===== src/rtl/qtest_onchip_mem_reader.sv =====
// Avalon-MM burst-less read master for the qtest on-chip RAM s2 port, streaming words out on Avalon-ST.
// Optional XOR checksum output is enabled by defining QTEST_MEM_READER_CHECKSUM_EN.
module qtest_onchip_mem_reader #(
  parameter int ADDR_W       = 14,
  parameter int DATA_W       = 64,
  parameter int READ_LATENCY = 1,
  parameter int FIFO_DEPTH   = 4
) (
  input  logic                clk,
  input  logic                reset,
  input  logic                start,
  input  logic [ADDR_W-1:0]   start_addr,
  input  logic [ADDR_W:0]     word_count,
  output logic                busy,
  output logic                done,
  output logic [ADDR_W-1:0]   m_address,
  output logic                m_chipselect,
  output logic                m_write,
  output logic [DATA_W/8-1:0] m_byteenable,
  output logic                m_clken,
  input  logic [DATA_W-1:0]   m_readdata,
  output logic [DATA_W-1:0]   src_data,
  output logic                src_valid,
  input  logic                src_ready,
`ifdef QTEST_MEM_READER_CHECKSUM_EN
  output logic [DATA_W-1:0]   checksum,
`endif
  output logic                src_last
);

  localparam int PW = $clog2(FIFO_DEPTH);
  localparam int CW = PW + 1;

  localparam logic [1:0] IDLE  = 2'd0;
  localparam logic [1:0] ISSUE = 2'd1;
  localparam logic [1:0] DRAIN = 2'd2;

  logic [1:0]              state;
  logic [ADDR_W:0]         issue_left;
  logic [ADDR_W:0]         total;
  logic [ADDR_W:0]         xfer_count;
  logic [READ_LATENCY-1:0] valid_pipe;
  logic [DATA_W-1:0]       fifo_mem [FIFO_DEPTH];
  logic [PW-1:0]           wr_ptr;
  logic [PW-1:0]           rd_ptr;
  logic [CW-1:0]           fifo_count;
  logic [CW-1:0]           inflight;
  logic [CW:0]             credit_used;
  logic                    issue;
  logic                    push;
  logic                    pop;
  logic                    last_xfer;
  logic                    accept_start;
  logic                    done_r;

  assign m_write      = 1'b0;
  assign m_byteenable = '1;
  assign m_clken      = 1'b1;

  always_comb begin
    inflight = '0;
    for (int i = 0; i < READ_LATENCY; i++) begin
      if (valid_pipe[i]) inflight = inflight + CW'(1);
    end
  end

  // Credit rule: a read is only issued when its data is guaranteed a FIFO slot.
  assign credit_used  = {1'b0, fifo_count} + {1'b0, inflight};
  assign issue        = (state == ISSUE) && (credit_used < (CW+1)'(FIFO_DEPTH));
  assign m_chipselect = issue;

  assign push         = valid_pipe[READ_LATENCY-1];
  assign src_valid    = (fifo_count != '0);
  assign pop          = src_valid && src_ready;
  assign src_data     = src_valid ? fifo_mem[rd_ptr] : '0;
  assign src_last     = src_valid && (xfer_count == (total - (ADDR_W+1)'(1)));
  assign last_xfer    = pop && src_last;
  assign accept_start = (state == IDLE) && start;
  assign busy         = (state != IDLE);
  assign done         = done_r;

  always_ff @(posedge clk) begin
    if (reset) begin
      state      <= IDLE;
      issue_left <= '0;
      total      <= '0;
      xfer_count <= '0;
      m_address  <= '0;
      done_r     <= 1'b0;
    end else begin
      done_r <= 1'b0;
      case (state)
        IDLE: begin
          if (start) begin
            m_address  <= start_addr;
            issue_left <= word_count;
            total      <= word_count;
            xfer_count <= '0;
            if (word_count != '0) state  <= ISSUE;
            else                  done_r <= 1'b1;
          end
        end
        ISSUE: begin
          if (issue) begin
            m_address  <= m_address + ADDR_W'(1);
            issue_left <= issue_left - (ADDR_W+1)'(1);
            if (issue_left == (ADDR_W+1)'(1)) state <= DRAIN;
          end
        end
        DRAIN: begin
          if (last_xfer) begin
            state  <= IDLE;
            done_r <= 1'b1;
          end
        end
        default: state <= IDLE;
      endcase
      if (pop) xfer_count <= xfer_count + (ADDR_W+1)'(1);
    end
  end

  // Return path: one flag per outstanding read, aligned with the RAM latency.
  always_ff @(posedge clk) begin
    if (reset) begin
      valid_pipe <= '0;
    end else begin
      valid_pipe[0] <= issue;
      for (int i = 1; i < READ_LATENCY; i++) valid_pipe[i] <= valid_pipe[i-1];
    end
  end

  always_ff @(posedge clk) begin
    if (push) fifo_mem[wr_ptr] <= m_readdata;
  end

  always_ff @(posedge clk) begin
    if (reset) begin
      wr_ptr     <= '0;
      rd_ptr     <= '0;
      fifo_count <= '0;
    end else begin
      if (push) wr_ptr <= wr_ptr + PW'(1);
      if (pop)  rd_ptr <= rd_ptr + PW'(1);
      case ({push, pop})
        2'b10:   fifo_count <= fifo_count + CW'(1);
        2'b01:   fifo_count <= fifo_count - CW'(1);
        default: fifo_count <= fifo_count;
      endcase
    end
  end

`ifdef QTEST_MEM_READER_CHECKSUM_EN
  always_ff @(posedge clk) begin
    if (reset)             checksum <= '0;
    else if (accept_start) checksum <= '0;
    else if (pop)          checksum <= checksum ^ src_data;
  end
`endif

  push_not_full: assert property (@(posedge clk) disable iff (reset)
    push |-> (fifo_count < CW'(FIFO_DEPTH)));

endmodule


===== config.mk =====
export PLATFORM = sky130hd
export DESIGN_NAME = qtest_onchip_mem_reader
export DESIGN_NICKNAME = d
export VERILOG_FILES = /design/src/rtl/qtest_onchip_mem_reader.sv
export SDC_FILE = /design/constraint.sdc
export NUM_CORES = 1
export LEC_CHECK = 0
export BUFFER_PORTS_ARGS = -buffer_cell sky130_fd_sc_hd__buf_4
export CAP_MARGIN = 20
export CORE_ASPECT_RATIO = 1.5
export CORE_MARGIN = 2
export CORE_UTILIZATION = 57
export CTS_CLUSTER_SIZE = 30
export DETAILED_ROUTE_END_ITERATION = 16
export PLACE_DENSITY_LB_ADDON = 0.3
export SLEW_MARGIN = 20
export SYNTH_ARGS = -nofsm -noshare
export SYNTH_HDL_FRONTEND = slang
export SYNTH_SLANG_ARGS = --single-unit

===== constraint.sdc =====
create_clock -name clk -period 3.36 [get_ports clk]
set_input_delay 1.008 -clock clk [delete_from_list [all_inputs] [get_ports clk]]
set_output_delay 1.008 -clock clk [all_outputs]
set_load 0.01 [all_outputs]

Word-level counts from Yosys, hierarchy flattened
Memory sizes are Yosys's and may differ from the RTL's. A register that Yosys moved wholly into a read port is not among the register bits.
Cells that the tools add are included.
Storage, ports and cells
  register bits: 70
  memory bits (writable): 256
  output and inout port bits: 93
  logic and storage cells: 74
  memories: 1
Memories
  fifo_mem: depth 4, bits a word 64, read ports 1, clocked after Yosys merged registers in 1, wr ports 1, line 43  | logic [DATA_W-1:0] fifo_mem [FIFO_DEPTH];
Cells by class
  add/sub/neg operators: 9
  order comparisons: 1
  eq/ne operators: 11
  mux-type cells: 26
  reduce and logical (&&, ||, !) cells: 16
Operators by type and width (number)
  15-bit 2-to-1 mux: 5
  64-bit 2-to-1 mux: 1
  15-bit one-hot mux with 2 select lines: 1
  15-bit by 1-bit subtractor with 15-bit output, second input constant: 2
  14-bit 2-to-1 mux: 2
  14-bit one-hot mux with 2 select lines: 1
  15-bit by 1-bit adder with 15-bit output, second input constant: 1
  15-bit by 1-bit equality test with 1-bit output, second input constant: 1
  15-bit equality test: 1
  15-bit nonzero test: 1
  14-bit by 1-bit adder with 14-bit output, second input constant: 1
  2-bit 2-to-1 mux: 7
  2-bit nonzero test: 5
  1-bit 2-to-1 mux: 6
  2-bit inequality test, second input constant: 3
  2-bit one-hot mux with 3 select lines: 1
  3-bit one-hot mux with 2 select lines: 1
  5-bit AND reduction: 1
  2-bit by 1-bit adder with 2-bit output, second input constant: 2
  3-bit by 3-bit adder with 4-bit output: 1
  2-bit by 1-bit equality test with 1-bit output, second input constant: 2
  2-bit equality test, second input constant: 2
  1-bit logical AND: 4
  4-bit by 3-bit < comparator with 1-bit output, second input constant: 1
  other kinds (8): 10

Longest topological paths before layout
  word-level depth: 6
  gate-level depth with buffers: 8
  depth with buffers taken out: 8

Least setup slack after synthesis
No wires, ideal clock.
  path type: register to output
  start: reg total[0]
  end: out src_last
  arrival time: 2.018 ns
  path slack: 0.334 ns
  cell stages (with the launch flop): 8
  path buffers: 0
  cell sequence: dfxtp_1 inv_1 ha_1 or4b_4 or4_1 a21oi_2 nor3_1 nor2_1
Between the ends
  longest elaborated chain between the ends: 3
Ends and longest elaborated chain
  start: declaration: line 40  | logic [ADDR_W:0] total;
  start signal: assignment: line 97  | total <= word_count;
  15-bit by 1-bit subtractor with 15-bit output: line 76  | assign src_last = src_valid && (xfer_count == (total - (ADDR_W+1)'(1)));
  15-bit equality test: line 76
  1-bit logical AND: line 76
  end: declaration: line 28  | output logic src_last
No other way between the ends.

Worst setup path in the final report
  start: reg total[1]
  end: out src_last
Same word-level chain as after synthesis.

==> impl_summary.log <==
INFO  metric multi_input_comb_area = 4510 µm²
INFO  metric clock_h_tree_levels = 1
INFO  metric worstSkewPairLatency = 530 ps
INFO  metric drt-pass1-iter-count = 5
INFO  metric layout-area-overhead-vs-synth = 19.0%
INFO  metric grt_pass1_wl = 45,300 µm
INFO  metric cp_slowest_stage_delay = 500 ps
INFO  metric synth_compound_gate_area_share = 6.69%
INFO  metric detailroute.via_count = 8,588
INFO  metric number_of_antenna_violations_at_the_first_check_in_global_routing = 1
INFO  metric grt_usage = 22.1%
INFO  metric yosysWarningCount = 0
INFO  metric final.period_utilization = 106%
INFO  metric yosys.cell_types.count = 74
INFO  metric intPower = 7560 µW
INFO  metric finalWirelength = 28,600 µm
INFO  metric power_frac_seq = 44.8%
INFO  metric avgSynthCellArea = 14.3 µm²
INFO  metric violated_checks = negative setup slack
INFO  metric cp_cell_sequence = inv_2 -> ha_4 -> or4b_4 -> or3_4 -> nor4_4 -> nor3_2 -> nor2_2 -> buf_4
INFO  metric row_count = 69
INFO  metric drc = 0
INFO  metric cellLeakagePower = 0.00577 µW
INFO  metric layout_setup_ws = -205 ps
INFO  metric post_drt_via_cell_ratio = 5.80
INFO  metric cap_violations = 0
INFO  metric hold_path.class = flop to flop
INFO  metric initial_core_utilization = 58.2%
INFO  metric core_area = 23,800 µm²
INFO  metric num-fill-cells = 1,641
INFO  metric ir_drop_worst_vdd = 0.000406 V
INFO  metric adder_cell_share_of_the_synthesized_area = 1.05%
INFO  metric synthesis.area = 13,900 µm²
INFO  metric fmaxAchievable = 281 MHz
INFO  metric timing.critical_path.required = 2350 ps
INFO  metric seqCellArea = 9140 µm²
INFO  metric min_delay_path_depth = 2
INFO  metric synth_top_area_share = 55.4%
INFO  metric tritoncts_clock_tree = built
INFO  metric die_width = 131 µm
INFO  metric ys_async_sr_fraction = 0%
INFO  metric finalMaxSlewViolations = 0
INFO  metric mux_share_of_post_synthesis_cell_area = 10.9%
INFO  metric synth_cells = 968
INFO  metric clock-sinks = 328
INFO  metric startpoint_type = flop
INFO  metric finalCriticalPeriod = 3560 ps
INFO  metric path_max_fanout = 3
INFO  metric yosysSeqAreaShare = 65.8%
INFO  metric worstPathArrival = 2560 ps
INFO  metric die_y = 195 µm
INFO  metric post_route_cells_drive_above_1_share = 29.5%
INFO  metric clk_pin_slew = 70 ps
INFO  metric gpl.final_weighted_congestion = 0.887
INFO  metric worst-slew-pin-transition = 1040 ps
INFO  metric grt_max_degree = 72
INFO  metric grt_setup_unrepaired = yes
INFO  metric drt-initial-drc-count = 471
INFO  metric portBuffers = 179
INFO  metric die_area = 25,600 µm²
INFO  metric routed_length_per_instance = 19.3 µm
INFO  metric outcome = complete, but fails checks
INFO  metric final_antenna_net_count = 0
INFO  metric pre_cts_slack = 112 ps
INFO  metric synth.cells.most_frequent = sky130_fd_sc_hd__edfxtp_1 (256), sky130_fd_sc_hd__nand2_1 (75), sky130_fd_sc_hd__dfxtp_1 (72), sky130_fd_sc_hd__and2_1 (71), sky130_fd_sc_hd__nor2_1 (69)
INFO  metric synth_xor_area_share = 1.39%
INFO  metric timing.final.setup_violations = 1
INFO  metric synth_edf_count = 256
INFO  metric slowest_stage_cell_crit_path = sky130_fd_sc_hd__or4b_4
INFO  metric cts-root-buf = sky130_fd_sc_hd__clkbuf_16
INFO  metric remaining_max_slew_budget_at_the_tightest_pin = 30.8%
INFO  metric swShare = 26.8%
INFO  metric first_global_vias = 8,751
INFO  metric cts_made_buffers = 29
INFO  metric setup-tns-final = -205 ps
INFO  metric synth_simple_gate_area_share = 11.5%
INFO  metric clock_power_share = 30.9%
INFO  metric synth-seq-cells = 328
INFO  metric crit_path_end_kind = primary output
INFO  metric path_class = flop to primary output
INFO  metric top_count_cell_post_synth = sky130_fd_sc_hd__edfxtp_1
INFO  metric globalRouteOverflowTotal = 0
INFO  metric hold_viol = 0
INFO  metric layout.nets = 1,248
INFO  metric cts-root-to-sink-buffers = 3
INFO  metric r2r_slack = 790 ps
INFO  metric synth_top_area_cell = sky130_fd_sc_hd__edfxtp_1
INFO  metric ff2ff_path_depth = 9
INFO  metric p_switching = 2770 µW
INFO  metric final.setup_skew = 11.7 ps
INFO  metric combinational_family_with_the_most_area_after_synthesis = simple AND/OR/NAND/NOR gates
INFO  metric pwr_density_cell = 625 nW/µm²
INFO  metric most_used_flip_flop_cell_after_synthesis = sky130_fd_sc_hd__edfxtp_1
INFO  metric ioPinCount = 190
INFO  metric synth.top_cells.by_area = sky130_fd_sc_hd__edfxtp_1 (55%), sky130_fd_sc_hd__dfxtp_1 (10%), sky130_fd_sc_hd__mux4_2 (10%)
INFO  metric detailed_place_hpwl = 17,500 µm
INFO  metric combPwrFrac = 24.3%
INFO  metric cts-hold-fix-buffers = 0
[flip-flops by register name, summed over array words and instances, names as in the netlist, 2 cells and up, named ones only]
register and count:
fifo_mem 256, issue_left 15, total 15, xfer_count 15, m_address 14, fifo_count 3
rd_ptr 2, state 2, wr_ptr 2
[logic make-up (layout without fill, tap and decap cells)]
logic type	Yosys count	in the layout
other	2	11
DFF	328	328
buffers and inverters	78	262
and+or+nand+nor	311	311
xor gates and xnor gates	22	22
AOI/OAI and AO/OA	146	146
adders and majority gates	11	11
muxes	70	70
[cell type report]
cell class / instances / share of cell area, %
Antenna cell: 1 / 0.0152
Clock inverter: 17 / 0.992
Inverter: 15 / 0.356
Tap cell: 319 / 2.42
Clock buffer: 34 / 4.51
Sequential cell: 328 / 55.3
Timing Repair Buffer: 196 / 9.08
Multi-Input combinational cell: 570 / 27.3
[critical path, delay by kind of cell, from the launching register on]
kind,cells,cell delay (ps)
simple gates,5,1370
flops,1,340
buf+inv,2,190
fa+ha+maj,1,140
[worst paths after layout]
kind | endpoint | from
max | src_last | total[1]
min | total[14] | total[14]
max reg2reg | state[1] | total[1]
min reg2reg | total[14] | total[14]
[layout by cell type, fill, tap and decap left out, types with 5 or more instances in the layout]
cell type | netlist | routed
sky130_fd_sc_hd__clkinv_1 | 0 | 6
sky130_fd_sc_hd__clkbuf_1 | 40 | 5
sky130_fd_sc_hd__dfxtp_1 | 72 | 68
sky130_fd_sc_hd__a22oi_1 | 11 | 11
sky130_fd_sc_hd__o211ai_1 | 5 | 5
sky130_fd_sc_hd__conb_1 | 2 | 10
sky130_fd_sc_hd__nand2_1 | 75 | 75
sky130_fd_sc_hd__nand3_1 | 21 | 21
sky130_fd_sc_hd__a21oi_1 | 53 | 53
sky130_fd_sc_hd__xnor2_1 | 12 | 11
sky130_fd_sc_hd__clkbuf_16 | 0 | 29
sky130_fd_sc_hd__nand4_1 | 8 | 8
sky130_fd_sc_hd__or3_1 | 8 | 6
sky130_fd_sc_hd__a31oi_1 | 6 | 6
sky130_fd_sc_hd__nor3_1 | 19 | 18
sky130_fd_sc_hd__a211oi_1 | 7 | 7
sky130_fd_sc_hd__and2_1 | 71 | 67
sky130_fd_sc_hd__edfxtp_1 | 256 | 256
sky130_fd_sc_hd__nor4_1 | 8 | 7
sky130_fd_sc_hd__buf_4 | 11 | 193
sky130_fd_sc_hd__ha_1 | 10 | 9
sky130_fd_sc_hd__xor2_1 | 10 | 10
sky130_fd_sc_hd__nor2_1 | 69 | 67
sky130_fd_sc_hd__and3_1 | 5 | 5
sky130_fd_sc_hd__o21ai_0 | 25 | 25
sky130_fd_sc_hd__inv_1 | 14 | 12
sky130_fd_sc_hd__mux4_2 | 64 | 64
[power by group through the flow]
stage,Sequential (µW),Clock [µW],Combinational [µW]
after global routing,4640,3410,2720
after floorplan,4680,0,1520
after detailed placement,4710,0,2500
final,4630,3190,2510
after CTS,4630,3260,2530
after global placement,4710,0,2470
[through the flow]
step	hold WS (ps)	cells	total power, µW	utilization [%]	cell area (µm²)
floorplan	446	976	6210	-	13900
global placement	462	1421	7170	64.9	15500
detailed placement	465	1421	7210	64.9	15500
CTS	475	1477	10400	69.0	16500
global route	516	1480	10800	69.3	16500
finish	475	1480	10300	69.3	16500
[routing by layer]
layer	GRT usage, %	wire length [µm]	up-vias
met5	0	0	-
met4	6.20	643	0
met3	2.99	1610	44
met2	42.2	15700	246
met1	25.8	10600	4294
li1	-	-	4004
[repair_timing]
| item | CTS | global route |
|---|---|---|
| setup endpoints to repair | 1 | 1 |
| resized for setup | 12 | 11 |
| pin swaps | 7 | 9 |
| buffers inserted | 5 | 2 |
(Power assumes the default switching activity.)
